$ cat src/rtl/demux_sel_sequencer.sv
// demux_sel_sequencer
// Drives the selector and data bit of a 1:32 demux. A start request sweeps
// sel0 from a latched first index to a latched last index, wrapping at 31.
// Each index is held for DWELL cycles, and a one-cycle done pulse marks a
// sweep that was not aborted.
module demux_sel_sequencer #(
  parameter int unsigned DWELL = 4
) (
  input  logic       clk,
  input  logic       rst,
  input  logic       start,
  input  logic       abort,
  input  logic [4:0] first,
  input  logic [4:0] last,
  input  logic       data_in,
  output logic [4:0] sel0,
  output logic       in0,
  output logic       busy,
  output logic       done,
  output logic [5:0] count
);

  localparam logic [1:0] ST_IDLE = 2'd0;
  localparam logic [1:0] ST_RUN  = 2'd1;
  localparam logic [1:0] ST_DONE = 2'd2;

  // Dwell counter runs 0..DWELL-1. Eight bits cover DWELL up to 256.
  localparam logic [7:0] DWELL_LAST = 8'(DWELL - 1);

  logic [1:0] r_state;
  logic [7:0] r_dwell;
  logic [4:0] r_last;
  logic [4:0] r_sel;
  logic       r_in0;
  logic       r_busy;
  logic       r_done;
  logic [5:0] r_count;

  logic       w_dwell_end;
  logic       w_at_last;

  assign w_dwell_end = (r_dwell == DWELL_LAST);
  assign w_at_last   = (r_sel == r_last);

  // Sweep state machine. Every output is registered here.
  // The first index needs no latch of its own: it is loaded straight into sel0.
  // in0 acts as the latch for data_in.
  always_ff @(posedge clk) begin
    if (rst) begin
      r_state <= ST_IDLE;
      r_dwell <= '0;
      r_last  <= '0;
      r_sel   <= '0;
      r_in0   <= 1'b0;
      r_busy  <= 1'b0;
      r_done  <= 1'b0;
      r_count <= '0;
    end else begin
      case (r_state)
        ST_IDLE: begin
          r_done <= 1'b0;
          r_in0  <= 1'b0;
          // abort outranks start in IDLE: nothing is latched.
          if (start && !abort) begin
            r_last  <= last;
            r_sel   <= first;
            r_in0   <= data_in;
            r_dwell <= '0;
            r_count <= '0;
            r_busy  <= 1'b1;
            r_state <= ST_RUN;
          end
        end

        ST_RUN: begin
          if (abort) begin
            // sel0 and count keep their values so the abort point stays visible.
            r_in0   <= 1'b0;
            r_busy  <= 1'b0;
            r_state <= ST_IDLE;
          end else if (w_dwell_end) begin
            r_count <= r_count + 6'd1;
            if (w_at_last) begin
              r_in0   <= 1'b0;
              r_busy  <= 1'b0;
              r_done  <= 1'b1;
              r_state <= ST_DONE;
            end else begin
              r_sel   <= r_sel + 5'd1;
              r_dwell <= '0;
            end
          end else begin
            r_dwell <= r_dwell + 8'd1;
          end
        end

        ST_DONE: begin
          r_done  <= 1'b0;
          r_state <= ST_IDLE;
        end

        default: begin
          r_state <= ST_IDLE;
          r_in0   <= 1'b0;
          r_busy  <= 1'b0;
          r_done  <= 1'b0;
        end
      endcase
    end
  end

  assign sel0  = r_sel;
  assign in0   = r_in0;
  assign busy  = r_busy;
  assign done  = r_done;
  assign count = r_count;

endmodule

$ cat config.mk
export PLATFORM = sky130hd
export DESIGN_NAME = demux_sel_sequencer
export DESIGN_NICKNAME = d
export VERILOG_FILES = /design/src/rtl/demux_sel_sequencer.sv
export SDC_FILE = /design/constraint.sdc
export NUM_CORES = 1
export LEC_CHECK = 0
export CORE_UTILIZATION = 40
export DETAILED_ROUTE_END_ITERATION = 10
export SYNTH_ARGS = -nofsm -noshare
export SYNTH_HDL_FRONTEND = slang
export SYNTH_SLANG_ARGS = --single-unit
$ cat constraint.sdc
create_clock -name clk -period 2 [get_ports clk]
set_input_delay 0.4 -clock clk [delete_from_list [all_inputs] [get_ports clk]]
set_output_delay 0.4 -clock clk [all_outputs]
set_load 0.02 [all_outputs]
Word level (Yosys, flattened, before mapping)
Index checks and enable logic that the tools add are counted.

Bits in registers: 29. Bits in latches: 0. RAM bits: 0. Bits in read-only memories: 0. Input bits: 15. Logic and storage cells: 64. Memories: 0.

$add $sub $neg: 3. $mul: 0. Div/mod/pow operators: 0. Order comparisons: 0. Equality and inequality tests: 11. Shifts and indexed selects: 0. Muxes and demuxes: 26. Bitwise operators: 3. Reduce and logical (&&, ||, !) cells: 13.

Operators by type and width (count): two-way mux 8 bit (4); two-way mux 5 bit (4); two-way mux 6 bit (3); case mux 8 bit (2 select lines) (1); case mux 6 bit (2 select lines) (1); AND reduction 4 bit (3); case mux 5 bit (2 select lines) (1); != test 3 bit, second input constant (3); AND reduction 3 bit (3); adder 8 x 1 -> 8 bit, second input constant (1); equality test 8 x 2 -> 1 bit, second input constant (1); two-way mux 2 bit (4); != test 2 bit, second input constant (4); adder 6 x 1 -> 6 bit, second input constant (1); case mux 1 bit (3 select lines) (2); adder 5 x 1 -> 5 bit, second input constant (1); equality test 5 bit (1); two-way mux 1 bit (5); AND reduction 5 bit (1); case mux 2 bit (2 select lines) (1); inverter 1 bit (3); equality test 2 x 1 -> 1 bit, second input constant (1); equality test 2 bit, second input constant (1); zero test 2 bit (1); other kinds (5) (5).

Depth between registers and ports, before layout
Gate-level depths: netlist of run 1.

Depth in word-level cells: 5. Mapped depth: 7.

Least setup slack after synthesis of run 1
Ideal clock, no wire load.

Path kind: register -> register. Start: register r_dwell[0]. End: register r_sel[2], in the netlist sel0[2]. Setup time: 0.070 ns. Arrival: 1.582 ns. Data required time: 1.930 ns. Slack: 0.348 ns. Stages on the path, launching flop included: 7. Path buffers: 0. Period minus slack after synthesis: 1.652 ns. Cell sequence: dfxtp_1 ha_1 nor4b_4 and2_1 o21ai_2 or3_1 a21oi_1.

Word-level cells in the longest chain between the ends: 3.

Ends and longest elaborated chain: start: declaration (RTL line 31) `logic [7:0] r_dwell;`; start signal: assignment (RTL line 93) `r_dwell <= r_dwell + 8'd1;`; equality test 8 x 2 -> 1 bit (RTL line 42) `assign w_dwell_end = (r_dwell == DWELL_LAST);`; != test 2 bit (no line); AND reduction 5 bit (no line); end signal: assignment (RTL line 66) `r_sel <= first;`; end signal: assignment (RTL line 89) `r_sel <= r_sel + 5'd1;`; end: declaration (RTL line 33) `logic [4:0] r_sel;`.

No other way between the ends. A chain may end at the register's enable or synchronous reset.

Worst setup path in the final report of run 1
Start: input abort. End: register r_sel[3], in the netlist sel0[3].

Word-level cells in the longest chain between the ends: 4.

Ends and longest elaborated chain: start: declaration (RTL line 12) `input logic abort,`; zero test 1 bit (RTL line 64) `if (start && !abort) begin`; logical AND 1 bit (RTL line 64); != test 2 bit (no line); AND reduction 5 bit (no line) (*).

Every way passes the cells marked *; elsewhere a longest branch is shown, timed or not.

==> impl_metrics.py, run 1 <==
metrics = {
    "finish": {
        "multi_input_area_sq_um": 866,
        "drive_gt1_share_pct": 15.3,
        "layout.area.seq_sq_um": 581,
        "nets": 232,
        "final_cells": 261,
        "utilization_pct": 57.9,
        "n_antenna_cell": 0,
        "fill_cells": 316,
        "area_delta_synth_final_pct": 34.9,
    },
    "hold_path": {
        "min_path_type": "reg2reg",
    },
    "yosys": {
        "syn_area_sq_mm": 0.00148,
        "syn_nets": 186,
        "yosys.area.top_type": "dfxtp_1",
        "synth_most_common_cell": "dfxtp_1",
        "netlist_instances": 168,
        "synth_commonest_cells": "dfxtp_1, nor2_1, a21oi_1, nand2_1, xnor2_1",
        "synth_ff_type": "dfxtp_1",
        "avgSynthCellArea_sq_um": 8.79,
        "synth_edf_count": 0,
        "async_flop_share_pct": 0,
        "synth_area_leaders": "dfxtp_1, xnor2_1, nor2_1",
        "ys_warn_count": 0,
        "synth_cell_types": 41,
        "synth_top_area_share_pct": 39.3,
        "ys_ff_latch": 29,
        "seq_area_frac_synth_pct": 39.3,
    },
    "power_and_ir_drop": {
        "total_power_uw": 1270,
        "powerDensity_mw_per_mm2": 640,
        "pwr-share-clk_pct": 35.2,
        "seq_power_share_pct": 48.1,
        "p_leak_uw": 0.000705,
        "switching_power_uw": 330,
        "switching_share_pct": 25.9,
        "pwr-share-comb_pct": 16.6,
        "p_int_uw": 943,
        "peakVddDrop_v": 0.000302,
    },
    "routing": {
        "vias": 1391,
        "wl_per_cell_um": 13.4,
        "routed_wl_um": 3500,
        "vias_per_cell": 5.33,
        "firstDrtPassIters": 4,
        "ant_nets": 0,
        "drt_iter0_drc": 60,
        "drc": 0,
    },
    "setup_path": {
        "required_ps": 2170,
        "worstPathMaxFanout": 6,
        "crit_start": "abort",
        "crit_path_end": "sel0[3]",
        "rr_worst_depth": 6,
        "r2r_slack_ps": 160,
        "cp-start-kind": "input pin",
        "critical_path_class": "in2reg",
        "end_kind": "flip-flop",
        "timing.rr.start": "r_dwell[1]",
        "r2r-end": "sel0[3]",
        "cp_data_arrival_time_ps": 2050,
    },
    "floorplanning": {
        "die_x_um": 62.8,
        "num_io_pins": 29,
        "start_util_pct": 42.9,
        "die_y_um": 62.8,
        "die_area_sq_mm": 0.00394,
        "coreArea_sq_mm": 0.00344,
        "rows": 21,
    },
    "grt": {
        "grt_pass1_vias": 1437,
        "grt_usage_pct": 20.4,
        "antenna_found_initial": 0,
        "grt_max_degree": 12,
        "grt_pass1_wl_um": 6290,
        "grt_overflow": 0,
    },
    "timing": {
        "timing.final.crit_share_pct": 94.1,
        "holdWs_ps": 460,
        "setup_viol": 0,
        "worstMarginPinSlew_ps": 539,
        "rsz0062_at_grt": "false",
        "finalMaxSlewViolations": 0,
        "finalCriticalPeriod_ps": 1880,
        "hold_violations": 0,
        "relSlewSlack_pct": 64.1,
        "clock_skew_ps": 3.91,
        "fmax_mhz": 531,
    },
    "placed_design": {
        "port_buffers": 28,
        "dpl.cell_count": 253,
        "hpwl_um": 2690,
        "gp_congestion": 0.923,
    },
    "run_status": {
        "status": "finished clean",
    },
    "clock_tree": {
        "hold_buffers": 0,
        "cts_tree": "built",
        "clock-sinks": 29,
        "cts-root-buf": "clkbuf_8",
        "cts_max_level": 2,
        "cts_setup_buffers": 0,
        "cts_max_path_buffers": 2,
        "clock_latency_ps": 270,
        "cts_resized": 0,
        "path_clk_slew_ps": 60,
        "cts_inserted_buffers": 5,
    },
    "job": {
        "maxCapViolations": 0,
    },
}
-- worst max-delay path: stages --
cell and delay, ps:
clkdlybuf4s50_1 500, or3_1 520, nor2_2 250, nand3_1 100, a32o_1 270
-- worst min path at each step --
stage	start	end	slack, ps	depth (start not counted)
floorplan	r_dwell[5]	r_dwell[5]	460	2
global placement	done	done	460	2
detailed placement	done	done	450	2
CTS	done	done	460	2
global route	done	done	500	2
finish	done	done	460	2
-- layout by cell type, fill, tap and decap left out, drive strengths merged, types with 2 or more instances in the layout --
cell	instances
nor4	3
a21oi	15
clkdlybuf4s50	28
ha	3
nor2	24
nand2	15
nand2b	2
nor3	5
o31ai	6
nor3b	2
a311oi	2
o21ai	4
clkbuf	8
or3	3
nand4	3
xnor2	10
xor2	4
mux2i	5
nand3	10
nor4b	2
buf	16
inv	2
nor2b	2
and2	2
or2	2
dfxtp	29
-- flip-flops by register name, summed over array words and instances, names as in the netlist --
register	flops
sel0	5
r_state	2
done	1
count	6
busy	1
r_last	5
in0	1
r_dwell	8
-- per-layer routing --
layer	part of all wire (%)	wire length, um	global-route usage (%)	up-vias
li1	-	-	-	696
met2	49	1720	33.6	45
met5	0	0	0	-
met1	44	1530	24.7	642
met4	1.4	48	9.01	0
met3	5.6	196	5.66	8
-- final cells by class --
| cell class | count | share of cell area, % |
|---|---|---|
| tap | 46 | 2.89 |
| multi-input combinational | 132 | 43.5 |
| timing repair buffer | 44 | 20.1 |
| clock buffer | 8 | 4.02 |
| sequential | 29 | 29.1 |
| inverter | 2 | 0.377 |
-- cell families (layout without fill, tap and decap cells) --
group                      count (synthesis)  after routing  share of synthesized area, %
AOI/OAI and AO/OA                         31             31                          14.1
xor gates and xnor gates                  14             14                          8.30
adders and majority gates                  3              3                          2.54
buffers and inverters                      7             54                          2.03
DFF                                       29             29                          39.3
muxes                                      5              5                          3.39
and+or+nand+nor                           79             79                          30.3
-- metrics by stage --
stage | setup WS, ps | cell area [sq um] | setup TNS [ps]
6_report | 118 | 1990 | 0
5_1_grt | 30.5 | 1990 | 0
4_1_cts | 140 | 1990 | 0
3_5_place_dp | -155 | 1910 | -689
3_3_place_gp | -103 | 1910 | -275
2_1_floorplan | 348 | 1480 | 0
-- power groups by stage --
stage	Sequential, uW	Clock (uW)	Combinational, uW
5_1_grt	615	508	231
2_1_floorplan	634	0	103
3_5_place_dp	626	0	211
4_1_cts	613	469	212
6_report	613	449	212
3_3_place_gp	626	0	208
No activity file was read; power rests on OpenSTA's default activity.
==> inputs of run 2 (changes only) <==
--- a/config.mk
+++ b/config.mk
@@ -5,6 +5,7 @@
 export SDC_FILE = /design/constraint.sdc
 export NUM_CORES = 1
 export LEC_CHECK = 0
+export ABC_AREA = 0
 export CORE_UTILIZATION = 40
 export DETAILED_ROUTE_END_ITERATION = 10
 export SYNTH_ARGS = -nofsm -noshare
==> constraint.sdc (replaced) <==
create_clock -name clk -period 1.8 [get_ports clk]
set_input_delay 0.36 -clock clk [delete_from_list [all_inputs] [get_ports clk]]
set_output_delay 0.36 -clock clk [all_outputs]
set_load 0.02 [all_outputs]
==> impl_metrics.py, run 2 (synthesized netlist as in run 1, its figures left out) <==
metrics = {
    "timing": {
        "timing.final.crit_share_pct": 97.3,
        "rsz0062_at_grt": "true",
        "setup_viol": 0,
        "finalCriticalPeriod_ps": 1750,
        "hold_violations": 0,
        "fmax_mhz": 571,
        "clock_skew_ps": 5.89,
        "worstMarginPinSlew_ps": 327,
        "finalSetupTns_ps": 0,
        "relSlewSlack_pct": 78.1,
        "setup_slack_ps": 48.0,
        "finalMaxSlewViolations": 0,
    },
    "clock_tree": {
        "cts_inserted_buffers": 5,
        "cts-root-buf": "clkbuf_8",
        "cts_tree": "built",
        "clock-sinks": 29,
        "clock_latency_ps": 280,
        "cts_max_level": 2,
        "path_clk_slew_ps": 60,
        "cts_max_path_buffers": 2,
    },
    "finish": {
        "n_antenna_cell": 0,
        "area_delta_synth_final_pct": 43.1,
        "layout_commonest_cell": "dfxtp_1",
        "largest_register_ffs": 8,
        "drive_gt1_share_pct": 22.7,
        "nets": 237,
        "top_register": "r_dwell",
        "final_cell_mix": "dfxtp_1, clkdlybuf4s50_1, nor2_1",
    },
    "grt": {
        "antenna_found_initial": 0,
        "grt_pass1_vias": 1417,
        "grt_usage_pct": 20.2,
        "grt_overflow": 0,
        "grt_pass1_wl_um": 6230,
        "grt_max_degree": 10,
    },
    "routing": {
        "ant_nets": 0,
        "firstDrtPassIters": 4,
        "vias_per_cell": 5.36,
        "routed_wl_um": 3610,
        "drt_iter0_drc": 69,
        "drc": 0,
        "vias": 1427,
        "wl_per_cell_um": 13.6,
    },
    "floorplanning": {
        "rows": 21,
        "num_io_pins": 29,
        "coreArea_sq_mm": 0.00344,
        "die_y_um": 62.8,
        "die_x_um": 62.8,
        "die_area_sq_mm": 0.00394,
        "start_util_pct": 42.9,
    },
    "power_and_ir_drop": {
        "peakVddDrop_v": 0.000584,
        "total_power_uw": 1630,
        "powerDensity_mw_per_mm2": 774,
        "p_leak_uw": 0.000788,
    },
    "placed_design": {
        "pre_cts_ws_ps": -313,
        "port_buffers": 28,
        "gp_congestion": 0.858,
        "hpwl_um": 2740,
    },
    "setup_path": {
        "worstPathMaxFanout": 4,
        "cp_data_arrival_time_ps": 1970,
        "cp_cell_sequence": "clkdlybuf4s50_1 > nor2_2 > nor3_4 > o31ai_4 > or4_4 > a21oi_2",
        "cp_slowest_cell": "or4_4",
        "rr_worst_depth": 6,
        "cp-start-kind": "input pin",
        "end_kind": "flip-flop",
        "required_ps": 2010,
        "slowest_delay_ps": 500,
        "critical_path_class": "in2reg",
    },
    "hold_path": {
        "min_path_type": "reg2reg",
        "min_path_cells": 2,
    },
    "job": {
        "maxCapViolations": 0,
    },
    "run_status": {
        "status": "finished clean",
    },
}
run 2: cell count changes in the layout (fill, tap and decap cells not counted), moves of 2 or more:
cell,before,now
a21oi_1,15,13
a21oi_2,0,2
buf_4,16,20
clkbuf_1,3,1
clkdlybuf4s50_1,28,26
dlymetal6s2s_1,0,2
run 2: worst paths after layout:
check | startpoint | endpoint | slack (ps)
worst max-delay path | start | r_dwell[5] | 50
worst min-delay path | done | done | 460
worst max register to register | r_dwell[0] | sel0[2] | 80
worst min register to register | done | done | 460
run 2: per-layer routing:
layer  global-route usage [%]  part of all wire, %  up-vias
li1                         -                    -      707
met1                     24.7                   45      663
met2                     33.6                   49       51
met3                     5.66                  5.0        6
met4                     7.27                  1.3        0
met5                        0                    0        -
run 2: critical path: cells and delay by family:
family / cells / cell delay [ps]
AO/OA/AOI/OAI: 2 / 270
buffers and inverters: 1 / 490
AND/OR/NAND/NOR: 3 / 850
run 2: power by group:
| group | switching [uW] | internal, uW |
|---|---|---|
| clock | 253 | 451 |
| combinational | 130 | 123 |
| sequential | 17.0 | 661 |
| total | 400 | 1230 |
run 2: area by class of cell:
cell class                      instances  area, sq um
Clock buffer                            7         86.3
Clock inverter                          1         30.0
Fill cell                             311         1330
Inverter                                2         7.51
Multi-Input combinational cell        132          902
Sequential cell                        29          582
Tap cell                               46         57.6
Timing Repair Buffer                   49          447
run 2: metrics by stage:
| stage | std cells | area, sq um | hold slack [ps] | util [%] |
|---|---|---|---|---|
| after global routing | 266 | 2110 | 501 | 61.4 |
| final | 266 | 2110 | 464 | 61.4 |
| after CTS | 265 | 2060 | 471 | 59.9 |
| after detailed placement | 257 | 1940 | 462 | 56.4 |
| after global placement | 257 | 1940 | 457 | 56.4 |
| after floorplan | 168 | 1480 | 461 | - |
run 2: repair_timing:
action                     CTS  global route
gates cloned                 0             0
hold buffers                 0             0
setup buffers                0             1
pin swaps                    0             3
setup endpoints to repair    2            16
gates resized for setup      1            12
==> inputs of run 3 (changes only) <==
--- a/config.mk
+++ b/config.mk
@@ -6,6 +6,7 @@
 export NUM_CORES = 1
 export LEC_CHECK = 0
 export ABC_AREA = 0
+export CORE_ASPECT_RATIO = 1.2
 export CORE_UTILIZATION = 40
 export DETAILED_ROUTE_END_ITERATION = 10
 export SYNTH_ARGS = -nofsm -noshare
==> impl_metrics.py, run 3 (synthesized netlist as in run 1, its figures left out) <==
metrics = {
    "run_status": {
        "status": "finished, violations left",
        "violations": "design-rule violations",
    },
    "routing": {
        "vias": 1408,
        "vias_per_cell": 5.39,
        "wl_per_cell_um": 14.8,
        "drt_iter0_drc": 65,
        "firstDrtPassIters": 7,
        "ant_nets": 0,
        "drc": 2,
        "routed_wl_um": 3860,
    },
    "timing": {
        "hold_violations": 0,
        "finalMaxSlewViolations": 0,
        "worstMarginPinSlew_ps": 545,
        "setup_viol": 0,
        "timing.final.crit_share_pct": 97.3,
        "relSlewSlack_pct": 63.7,
        "holdWs_ps": 463,
        "clock_skew_ps": 3.49,
        "fmax_mhz": 571,
        "rsz0062_at_grt": "true",
        "finalCriticalPeriod_ps": 1750,
    },
    "power_and_ir_drop": {
        "switching_share_pct": 28.4,
        "p_int_uw": 1060,
        "peakVddDrop_v": 0.000401,
        "pwr-share-clk_pct": 36.1,
        "seq_power_share_pct": 46.0,
        "p_leak_uw": 0.000809,
        "pwr-share-comb_pct": 17.9,
        "powerDensity_mw_per_mm2": 700,
        "switching_power_uw": 418,
    },
    "clock_tree": {
        "cts_inserted_buffers": 5,
        "cts-root-buf": "clkbuf_8",
        "hold_buffers": 0,
        "path_clk_slew_ps": 60,
        "clock-sinks": 29,
        "cts_max_path_buffers": 2,
        "clock_latency_ps": 280,
        "cts_max_level": 2,
        "cts_tree": "built",
    },
    "setup_path": {
        "required_ps": 2020,
        "cp-start-kind": "input pin",
        "slowest_delay_ps": 510,
        "worstPathMaxFanout": 3,
        "critical_path_class": "in2reg",
        "critPathBufInv": 1,
        "cp_slowest_cell": "clkdlybuf4s50_1",
        "cp_cell_sequence": "clkdlybuf4s50_1 > nor2_2 > nor3_4 > o31ai_4 > or4_1 > a21oi_2",
        "cp_data_arrival_time_ps": 1970,
        "end_kind": "flip-flop",
        "r2r_slack_ps": 100,
        "cp_top_family": "simple AND/OR/NAND/NOR gates",
    },
    "finish": {
        "largest_register_ffs": 8,
        "layout.area.seq_sq_um": 584,
        "utilization_pct": 61.4,
        "drive_gt1_share_pct": 24.1,
        "area_delta_synth_final_pct": 42.5,
        "layout_commonest_cell": "dfxtp_1",
        "multi_input_area_sq_um": 900,
        "top_register": "r_dwell",
        "final_cell_mix": "dfxtp_1, clkdlybuf4s50_1, buf_4",
        "nets": 241,
        "fill_cells": 314,
        "n_antenna_cell": 0,
    },
    "floorplanning": {
        "coreArea_sq_mm": 0.00342,
        "rows": 23,
        "start_util_pct": 43.1,
        "die_x_um": 57.5,
        "die_y_um": 68.6,
        "die_area_sq_mm": 0.00394,
        "num_io_pins": 29,
    },
    "grt": {
        "grt_pass1_vias": 1453,
        "grt_max_degree": 11,
        "grt_overflow": 0,
        "antenna_found_initial": 0,
        "grt_usage_pct": 21.7,
        "grt_pass1_wl_um": 6460,
    },
    "hold_path": {
        "min_path_type": "reg2reg",
    },
    "job": {
        "maxCapViolations": 0,
    },
    "placed_design": {
        "gp_congestion": 0.857,
        "hpwl_um": 2980,
        "port_buffers": 28,
    },
}
run 3: repair_timing:
item	4_1_cts	5_1_grt
setup buffers	0	2
resized for setup	0	14
setup endpoints to repair	0	15
run 3: stage by stage:
stage,power (uW),setup WS [ps],instance area [sq um],instances,setup TNS (ps)
6_report,1470,48.9,2100,261,0
5_1_grt,1540,-24.7,2100,261,-35.3
4_1_cts,1470,20.9,2040,259,0
3_5_place_dp,944,-259,1950,251,-3640
3_3_place_gp,937,-249,1950,251,-2790
2_1_floorplan,819,148,1480,168,0
run 3: area by class of cell:
cell class	instances	share of cell area [%]
Sequential cell	29	27.8
Tap cell	37	2.20
Clock inverter	3	0.833
Inverter	2	0.357
Clock buffer	5	3.27
Timing Repair Buffer	53	22.8
Multi-Input combinational cell	132	42.8
run 3: layer usage:
metal | wire (um) | GRT usage, %
met3 | 136 | 6.72
met1 | 1710 | 25.1
met5 | 0 | 0
met2 | 1980 | 38.2
met4 | 27 | 7.32
run 3: tightest hold or removal path, cell delays in order (launching register included):
cell and delay (ps):
dfxtp_1 310, nand2_1 50, a21oi_1 50
run 3: final timing paths:
kind | from | to | depth (start not counted)
max | start | r_dwell[5] | 6
min | done | done | 2
max reg2reg | r_dwell[0] | r_dwell[0] | 7
min reg2reg | done | done | 2
run 3: power groups by stage:
stage               Sequential, uW  Combinational [uW]  Clock [uW]
floorplan                      704                 115           0
global placement               690                 247           0
detailed placement             691                 254           0
CTS                            677                 254         543
global route                   680                 285         575
finish                         678                 264         531
